==> config.mk <==
export PLATFORM = sky130hd
export DESIGN_NAME = axil_apb_bridge
export DESIGN_NICKNAME = d
export VERILOG_FILES = /design/src/rtl/axil_apb_bridge.sv
export SDC_FILE = /design/constraint.sdc
export NUM_CORES = 1
export LEC_CHECK = 0
export BUFFER_PORTS_ARGS = -buffer_cell sky130_fd_sc_hd__buf_2
export CAP_MARGIN = 20
export CORE_ASPECT_RATIO = 2
export CORE_MARGIN = 4
export CORE_UTILIZATION = 55
export CTS_CLUSTER_DIAMETER = 80
export DETAILED_ROUTE_END_ITERATION = 8
export GPL_ROUTABILITY_DRIVEN = 0
export PLACE_DENSITY = 0.81
export SLEW_MARGIN = 20
export SYNTH_ARGS = -nofsm -noshare
export SYNTH_HDL_FRONTEND = slang
export SYNTH_SLANG_ARGS = --single-unit
==> constraint.sdc <==
create_clock -name AXI_PCLK -period 19.7 [get_ports AXI_PCLK]
set_clock_uncertainty 0.05 [all_clocks]
set_input_delay 0.985 -clock AXI_PCLK [delete_from_list [all_inputs] [get_ports AXI_PCLK]]
set_output_delay 0.985 -clock AXI_PCLK [all_outputs]
set_load 0.05 [all_outputs]
==> src/rtl/axil_apb_bridge.sv <==
// AXI4-Lite slave to APB master bridge.
// One transaction in flight at a time; contended read/write requests are
// served round-robin; an optional PREADY timeout aborts hung peripherals.
module axil_apb_bridge #(
    parameter int unsigned ADDR_WIDTH = 32,
    parameter int unsigned DATA_WIDTH = 32,
    parameter int unsigned TIMEOUT    = 0
) (
    input  logic                    AXI_PCLK,
    input  logic                    AXI_PRESET,
    input  logic [ADDR_WIDTH-1:0]   AXI4Lite_AWADDR,
    input  logic [2:0]              AXI4Lite_AWPROT,
    input  logic                    AXI4Lite_AWVALID,
    output logic                    AXI4Lite_AWREADY,
    input  logic [DATA_WIDTH-1:0]   AXI4Lite_WDATA,
    input  logic [DATA_WIDTH/8-1:0] AXI4Lite_WSTRB,
    input  logic                    AXI4Lite_WVALID,
    output logic                    AXI4Lite_WREADY,
    output logic [1:0]              AXI4Lite_BRESP,
    output logic                    AXI4Lite_BVALID,
    input  logic                    AXI4Lite_BREADY,
    input  logic [ADDR_WIDTH-1:0]   AXI4Lite_ARADDR,
    input  logic [2:0]              AXI4Lite_ARPROT,
    input  logic                    AXI4Lite_ARVALID,
    output logic                    AXI4Lite_ARREADY,
    output logic [DATA_WIDTH-1:0]   AXI4Lite_RDATA,
    output logic [1:0]              AXI4Lite_RRESP,
    output logic                    AXI4Lite_RVALID,
    input  logic                    AXI4Lite_RREADY,
    output logic [ADDR_WIDTH-1:0]   APB_paddr,
    output logic [DATA_WIDTH-1:0]   APB_pwdata,
    input  logic [DATA_WIDTH-1:0]   APB_prdata,
    output logic                    APB_psel,
    output logic                    APB_penable,
    output logic                    APB_pwrite,
    output logic [3:0]              APB_pstb,
    input  logic                    APB_pready,
    input  logic                    APB_pslverr
);

    localparam int unsigned STRB_W = DATA_WIDTH / 8;
    localparam int unsigned CNT_W  = (TIMEOUT < 2) ? 1 : $clog2(TIMEOUT);
    localparam logic [CNT_W-1:0] TO_LAST = (TIMEOUT == 0) ? '0 : CNT_W'(TIMEOUT - 1);

    typedef enum logic [1:0] {IDLE, SETUP, ACCESS, RESP} state_t;

    state_t                 state_q, state_d;
    logic                   op_wr_q, op_wr_d;       // 1: current op is a write
    logic                   last_wr_q, last_wr_d;   // winner of the last contention
    logic [CNT_W-1:0]       cnt_q, cnt_d;
    logic                   timeout_c;
    logic [1:0]             resp_c;

    logic                   aw_full_q, aw_full_d;
    logic                   w_full_q, w_full_d;
    logic                   ar_full_q, ar_full_d;
    logic [ADDR_WIDTH-1:0]  awaddr_q, araddr_q;
    logic [DATA_WIDTH-1:0]  wdata_q;
    logic [STRB_W-1:0]      wstrb_q;

    logic                   awready_q, awready_d;
    logic                   wready_q, wready_d;
    logic                   arready_q, arready_d;
    logic                   bvalid_q, bvalid_d;
    logic [1:0]             bresp_q, bresp_d;
    logic                   rvalid_q, rvalid_d;
    logic [1:0]             rresp_q, rresp_d;
    logic [DATA_WIDTH-1:0]  rdata_q, rdata_d;
    logic [ADDR_WIDTH-1:0]  paddr_q, paddr_d;
    logic [DATA_WIDTH-1:0]  pwdata_q, pwdata_d;
    logic                   psel_q, psel_d;
    logic                   penable_q, penable_d;
    logic                   pwrite_q, pwrite_d;
    logic [3:0]             pstb_q, pstb_d;

    logic aw_hs, w_hs, ar_hs, b_hs, r_hs;
    logic wr_pend, rd_pend;
    logic unused_prot;

    assign unused_prot = ^{AXI4Lite_AWPROT, AXI4Lite_ARPROT};

    assign aw_hs   = AXI4Lite_AWVALID & awready_q;
    assign w_hs    = AXI4Lite_WVALID  & wready_q;
    assign ar_hs   = AXI4Lite_ARVALID & arready_q;
    assign b_hs    = bvalid_q & AXI4Lite_BREADY;
    assign r_hs    = rvalid_q & AXI4Lite_RREADY;
    assign wr_pend = aw_full_q & w_full_q;
    assign rd_pend = ar_full_q;

    // Channel buffer occupancy: fill on handshake, free on the response handshake
    always_comb begin
        aw_full_d = aw_full_q;
        w_full_d  = w_full_q;
        ar_full_d = ar_full_q;
        if (aw_hs) aw_full_d = 1'b1;
        if (w_hs)  w_full_d  = 1'b1;
        if (ar_hs) ar_full_d = 1'b1;
        if (b_hs) begin
            aw_full_d = 1'b0;
            w_full_d  = 1'b0;
        end
        if (r_hs) ar_full_d = 1'b0;
    end

    // Channel buffer registers and payload capture
    always_ff @(posedge AXI_PCLK or posedge AXI_PRESET) begin
        if (AXI_PRESET) begin
            aw_full_q <= 1'b0;
            w_full_q  <= 1'b0;
            ar_full_q <= 1'b0;
            awaddr_q  <= '0;
            wdata_q   <= '0;
            wstrb_q   <= '0;
            araddr_q  <= '0;
        end else begin
            aw_full_q <= aw_full_d;
            w_full_q  <= w_full_d;
            ar_full_q <= ar_full_d;
            if (aw_hs) awaddr_q <= AXI4Lite_AWADDR;
            if (w_hs) begin
                wdata_q <= AXI4Lite_WDATA;
                wstrb_q <= AXI4Lite_WSTRB;
            end
            if (ar_hs) araddr_q <= AXI4Lite_ARADDR;
        end
    end

    // FSM state register with arbitration and timeout bookkeeping
    always_ff @(posedge AXI_PCLK or posedge AXI_PRESET) begin
        if (AXI_PRESET) begin
            state_q   <= IDLE;
            op_wr_q   <= 1'b0;
            last_wr_q <= 1'b0;
            cnt_q     <= '0;
        end else begin
            state_q   <= state_d;
            op_wr_q   <= op_wr_d;
            last_wr_q <= last_wr_d;
            cnt_q     <= cnt_d;
        end
    end

    // Next-state logic; last_wr only moves when both directions contend
    always_comb begin
        state_d   = state_q;
        op_wr_d   = op_wr_q;
        last_wr_d = last_wr_q;
        cnt_d     = cnt_q;
        timeout_c = 1'b0;
        case (state_q)
            IDLE: begin
                if (wr_pend && rd_pend) begin
                    op_wr_d   = ~last_wr_q;
                    last_wr_d = ~last_wr_q;
                    state_d   = SETUP;
                end else if (wr_pend) begin
                    op_wr_d = 1'b1;
                    state_d = SETUP;
                end else if (rd_pend) begin
                    op_wr_d = 1'b0;
                    state_d = SETUP;
                end
            end
            SETUP: begin
                cnt_d   = '0;
                state_d = ACCESS;
            end
            ACCESS: begin
                if (APB_pready) begin
                    state_d = RESP;
                end else if ((TIMEOUT != 0) && (cnt_q == TO_LAST)) begin
                    timeout_c = 1'b1;
                    state_d   = RESP;
                end else begin
                    cnt_d = cnt_q + CNT_W'(1);
                end
            end
            RESP: begin
                if (op_wr_q ? b_hs : r_hs) state_d = IDLE;
            end
            default: state_d = IDLE;
        endcase
    end

    // Output next values, derived from the upcoming state so they register in step
    always_comb begin
        awready_d = ~aw_full_d;
        wready_d  = ~w_full_d;
        arready_d = ~ar_full_d;
        psel_d    = (state_d == SETUP) || (state_d == ACCESS);
        penable_d = (state_d == ACCESS);
        bvalid_d  = (state_d == RESP) && op_wr_d;
        rvalid_d  = (state_d == RESP) && !op_wr_d;
        paddr_d   = paddr_q;
        pwdata_d  = pwdata_q;
        pwrite_d  = pwrite_q;
        pstb_d    = pstb_q;
        bresp_d   = bresp_q;
        rresp_d   = rresp_q;
        rdata_d   = rdata_q;
        resp_c    = timeout_c ? 2'b11 : (APB_pslverr ? 2'b10 : 2'b00);
        if ((state_q == IDLE) && (state_d == SETUP)) begin
            paddr_d  = op_wr_d ? awaddr_q : araddr_q;
            pwdata_d = op_wr_d ? wdata_q : '0;
            pwrite_d = op_wr_d;
            pstb_d   = op_wr_d ? 4'(wstrb_q) : 4'h0;
        end
        if ((state_q == ACCESS) && (state_d == RESP)) begin
            if (op_wr_q) begin
                bresp_d = resp_c;
            end else begin
                rresp_d = resp_c;
                rdata_d = timeout_c ? '0 : APB_prdata;
            end
        end
    end

    // Output registers
    always_ff @(posedge AXI_PCLK or posedge AXI_PRESET) begin
        if (AXI_PRESET) begin
            awready_q <= 1'b0;
            wready_q  <= 1'b0;
            arready_q <= 1'b0;
            bvalid_q  <= 1'b0;
            bresp_q   <= 2'b00;
            rvalid_q  <= 1'b0;
            rresp_q   <= 2'b00;
            rdata_q   <= '0;
            paddr_q   <= '0;
            pwdata_q  <= '0;
            psel_q    <= 1'b0;
            penable_q <= 1'b0;
            pwrite_q  <= 1'b0;
            pstb_q    <= 4'h0;
        end else begin
            awready_q <= awready_d;
            wready_q  <= wready_d;
            arready_q <= arready_d;
            bvalid_q  <= bvalid_d;
            bresp_q   <= bresp_d;
            rvalid_q  <= rvalid_d;
            rresp_q   <= rresp_d;
            rdata_q   <= rdata_d;
            paddr_q   <= paddr_d;
            pwdata_q  <= pwdata_d;
            psel_q    <= psel_d;
            penable_q <= penable_d;
            pwrite_q  <= pwrite_d;
            pstb_q    <= pstb_d;
        end
    end

    assign AXI4Lite_AWREADY = awready_q;
    assign AXI4Lite_WREADY  = wready_q;
    assign AXI4Lite_ARREADY = arready_q;
    assign AXI4Lite_BVALID  = bvalid_q;
    assign AXI4Lite_BRESP   = bresp_q;
    assign AXI4Lite_RVALID  = rvalid_q;
    assign AXI4Lite_RRESP   = rresp_q;
    assign AXI4Lite_RDATA   = rdata_q;
    assign APB_paddr        = paddr_q;
    assign APB_pwdata       = pwdata_q;
    assign APB_psel         = psel_q;
    assign APB_penable      = penable_q;
    assign APB_pwrite       = pwrite_q;
    assign APB_pstb         = pstb_q;

endmodule

Word level (Yosys, flattened, before mapping)

Cells that the tools add are included.

Register bits: 219
Input bits: 147
Output and inout bits: 112
Word-level logic and storage cells: 73

Equality and inequality tests: 6
Multiplexer cells: 21
Bitwise operators: 11
Reduce and logical (&&, ||, !) cells: 11

Operators by type and width:

| cell               | number |
|---|---|
| $mux 32            | 2 |
| $mux 2             | 6 |
| $mux 1             | 11 |
| $eq 2x2->1 const B | 4 |
| $pmux 2 s4         | 1 |
| $and 1x1->1        | 6 |
| $reduce_and 2->1   | 3 |
| $logic_and 1x1->1  | 5 |
| $not 1->1          | 5 |
| $eq 2x1->1 const B | 2 |
| $mux 4             | 1 |
| $logic_not 2->1    | 1 |
| $logic_not 1->1    | 1 |
| $logic_or 1x1->1   | 1 |

Depth between registers and ports, before layout

Word-level depth: 7
Mapped depth: 11

Worst setup path before layout

Ideal clock, no wire load.

Kind: in2reg
Start point: input APB_pready
End point: register rdata_q[0], in the netlist AXI4Lite_RDATA[0]
Setup time: 125 ps
Arrival time: 2,598 ps
Data required time: 19,525 ps
Setup slack: 16,927 ps
Stages: 7
Buffers on the path: 1
Path through: nor2b_1 > o32ai_1 > ha_1 > nand2_1 > nor3_2 > buf_2 > mux2_2

Cells in the longest elaborated chain, start to end: 5

RTL lines:

| what                              | RTL line | RTL |
|---|---|---|
| start, declared                   | 37       | `input logic APB_pready,` |
| $mux 2                            | 169      | `if (APB_pready) begin` |
| $pmux 2 s4                        | 150      | `case (state_q)` |
| named net state_d[0]              | 47       | `state_t state_q, state_d;` |
| $eq 2x2->1                        | 208      | `if ((state_q == ACCESS) && (state_d == RESP)) begin` |
| $logic_and 1x1->1                 | 208      |  |
| $reduce_and 2->1 (no source line) | --       |  |
| end signal, assigned              | 243      | `rdata_q <= rdata_d;` |
| end, declared                     | 68       | `logic [DATA_WIDTH-1:0] rdata_q, rdata_d;` |

The timed path passes the listed nets, and every way through them passes these cells.
A chain may end at the register's enable or synchronous reset.

Worst setup path after layout

Start point: input AXI4Lite_RREADY
End point: register paddr_q[29], in the netlist APB_paddr[29]

Cells in the longest elaborated chain, start to end: 6

RTL lines:

| what                 | RTL line | RTL |
|---|---|---|
| start, declared      | 29       | `input logic AXI4Lite_RREADY,` |
| $and 1x1->1          | 86       | `assign r_hs = rvalid_q & AXI4Lite_RREADY;` |
| $mux 1               | 179      | `if (op_wr_q ? b_hs : r_hs) state_d = IDLE;` |
| $mux 2               | 179      |  |
| $pmux 2 s4           | 150      |  |
| named net state_d[0] | 47       |  |
| $eq 2x1->1           | 202      | `if ((state_q == IDLE) && (state_d == SETUP)) begin` |
| $logic_and 1x1->1    | 202      |  |
| end signal, assigned | 244      | `paddr_q <= paddr_d;` |
| end, declared        | 69       | `logic [ADDR_WIDTH-1:0] paddr_q, paddr_d;` |

The timed path passes the listed nets, and every way through them passes these cells.

==> metrics.csv <==
stage;metric;value;unit
place;dp_hpwl;12.66;mm
timing;slew_violations;0;
worst_setup_path;cp_max_fo;90;
hold_path;min_path_type;reg -> reg;
timing;setup_viol;0;
drt;via_per_inst;5.116;
logic_synthesis;postSynthCellCount;638;
power;power;1.897;mW
worst_setup_path;path_common_cell;o21ai_0;
logic_synthesis;synth.top_cell.area_share;64.31;%
logic_synthesis;synth.most_common_cell;dfrtp_1;
final_layout;fillerInstances;1116;
final_layout;final_area;10500;sq um
global_route;grt_antenna_before_repair;2;
global_route;grt.total_usage;21.42;%
die;fp.dieArea;17520;sq um
logic_synthesis;ys.flop_type;dfrtp_1;
drt;routed_wl;18.60;mm
final_layout;area_growth;24.33;%
logic_synthesis;avgSynthCellArea;13.24;sq um
clocking;clock_latency;0.49;ns
die;std_cell_rows;63;
die;die_w;95.62;um
clocking;postCtsHoldBufs;0;
drt;wl_per_cell;17.09;um
worst_setup_path;start_kind;input port;
timing;rsz0062_at_grt;no;
drt;detail-route-antenna-nets;0;
die;die_y;183.2;um
worst_setup_path;max_stage_delay;0.70;ns
clocking;cts_tree;done;
global_route;grt_max_degree;135;
worst_setup_path;critPathSlowestCell;buf_4;
final_layout;nets;1028;
logic_synthesis;synth_top_area_cell;dfrtp_1;
worst_setup_path;cp_cell_sequence;buf_2 > nand2_1 > o21ai_0 > o32ai_1 > ha_1 > nand2_4 > buf_4 > o21ai_0;
clocking;root_buffer;clkbuf_16;
logic_synthesis;seq_area_frac_synth;64.31;%
drt;vias;5566;
hold_path;min_from;last_wr_q$_DFFE_PP0P_;
logic_synthesis;synth_warnings;0;
global_route;grt_pass1_vias;5888;
logic_synthesis;async_flop_share;100.0;%
logic_synthesis;yosys-top-cells-count;217 x dfrtp_1, 134 x mux2_2, 112 x nand2_1;
timing;period_share;14.77;%
clocking;htreeDepth;1;
worst_setup_path;timing.rr.start;AXI4Lite_RVALID$_DFF_PP0_;
place;placed_area;9818;sq um
worst_setup_path;path_buf_inv;2;
timing;fmax;343.8;MHz
drt;drcViolationCount;0;
place;port-buffer-count;250;
timing;fin_tns_setup;0;ns
timing;hold_viol_final;0;
drt;drtIter0Drc;152;
power;p_per_area;180.7;nW/um^2
worst_setup_path;crit_family;buffers and inverters;
clocking;cts_resized;0;
worst_setup_path;crit_path_start;AXI4Lite_RREADY;
run_status;status;finished, final reports clean;
final_layout;drive_gt1_share;48.15;%
clocking;clk_pin_slew;0.07;ns
logic_synthesis;synth_area;8444;sq um
clocking;clockBufferDepth;3;
drt;dr.pass1.iters;4;
die;core;14980;sq um
die;ios;259;
timing;layout_min_cycle_time;2.909;ns
worst_setup_path;required;19.98;ns
timing;tightestPinTransition;0.9302;ns
worst_setup_path;path_class;in -> reg;
clocking;cts.sinks;217;
die;initial_core_util;56.38;%
global_route;overflow;0;
power;vdd_drop_max;0.00009659;V
global_route;grt_pass1_wl;29.50;mm
clocking;post_cts_buffers;0;
logic_synthesis;yosys-top-cells-area;dfrtp_1 64%, mux2_2 18%, nand2_1 5.0%;
logic_synthesis;synth.ff_latch_count;217;
clocking;numCtsBuffers;20;
logic_synthesis;synth-edff-count;0;
job;maxCapViolations;0;
worst_setup_path;arrival;3.19;ns
timing;relSlewSlack;37.99;%
logic_synthesis;synth.distinct_cells;25;
worst_setup_path;crit_path_end_kind;flop;
power;leakagePower;5.203;nW
-- through the flow --
| step | cells | worst slack, ns | utilization, % | hold WS (ns) |
|---|---|---|---|---|
| floorplan | 639 | 12.73 | - | 0.3958 |
| global placement | 1051 | 16.33 | 65.56 | 0.4062 |
| detailed placement | 1051 | 16.30 | 65.56 | 0.4130 |
| CTS | 1086 | 16.81 | 70.04 | 0.4263 |
| global route | 1088 | 16.53 | 70.10 | 0.4479 |
| finish | 1088 | 16.79 | 70.10 | 0.4232 |
-- routing by layer --
metal  global-route usage, %  routed length (um)  vias up
li1                        -                   -     2640
met1                   24.58                6760     2711
met2                   38.48               10080      179
met3                   4.762                1255       36
met4                   7.412                 503        0
met5                       0                   0        -
-- report_power, final --
group          leakage [nW]  internal [mW]  switching (mW)
logic                  2.17          0.276           0.491
clock network         0.336          0.232           0.162
registers              2.69          0.636          0.0986
total                  5.20           1.15           0.752
-- area by class of cell --
cell class	instances	area [sq um]	area share, %
inverters	6	30.03	0.2860
multi-input cells	376	2810	26.77
flip-flops and latches	217	5430	51.72
well taps	195	244.0	2.324
clock buffers	27	578.1	5.506
diodes	2	5.005	0.04767
repair buffers	257	1308	12.45
clock inverters	8	93.84	0.8938
-- flip-flops by register name, indices dropped and copies added (netlist names), 2 cells and up --
register        cells
state_q             2
APB_pwdata         32
wdata_q            32
wstrb_q             4
AXI4Lite_RDATA     32
APB_paddr          32
araddr_q           32
APB_pstb            4
awaddr_q           32
-- worst paths after layout --
check	end	depth (start not counted)	slack, ns
setup / recovery	APB_paddr[29]$_DFFE_PP0P_	8	16.79
hold / removal	last_wr_q$_DFFE_PP0P_	1	0.42
setup reg to reg	APB_paddr[29]$_DFFE_PP0P_	7	16.96
max in group asynchronous	APB_pwdata[29]$_DFFE_PP0P_	3	17.72
min in group asynchronous	wdata_q[6]$_DFFE_PP0P_	2	0.60
hold reg to reg	last_wr_q$_DFFE_PP0P_	1	0.42
-- cells in the final DEF, fill, tap and decap left out, types with 2 or more instances in the layout --
cell / n
buf_2: 250
dfrtp_1: 217
mux2_2: 134
nand2_1: 111
o21ai_0: 66
mux2i_1: 32
clkbuf_16: 21
o21ai_1: 8
buf_4: 6
and2_1: 5
clkinv_2: 5
inv_1: 4
nand3_1: 3
ha_1: 3
clkbuf_8: 3
clkbuf_1: 3
diode_2: 2
nor2_1: 2
nor2b_1: 2
conb_1: 2
bufinv_16: 2
-- cells by family after synthesis --
kind of cell             after synthesis  share of synthesized area (%)
AO/OA/AOI/OAI                         76                          4.682
buffers and inverters                 46                          2.637
multiplexers                         166                          21.66
AND/OR/NAND/NOR                      128                          6.119
flip-flops                           217                          64.31
XOR/XNOR                               1                         0.1037
other                                  1                        0.04441
adder cells (fa/ha/maj)                3                         0.4446
Power figures use the tool's default switching activity.
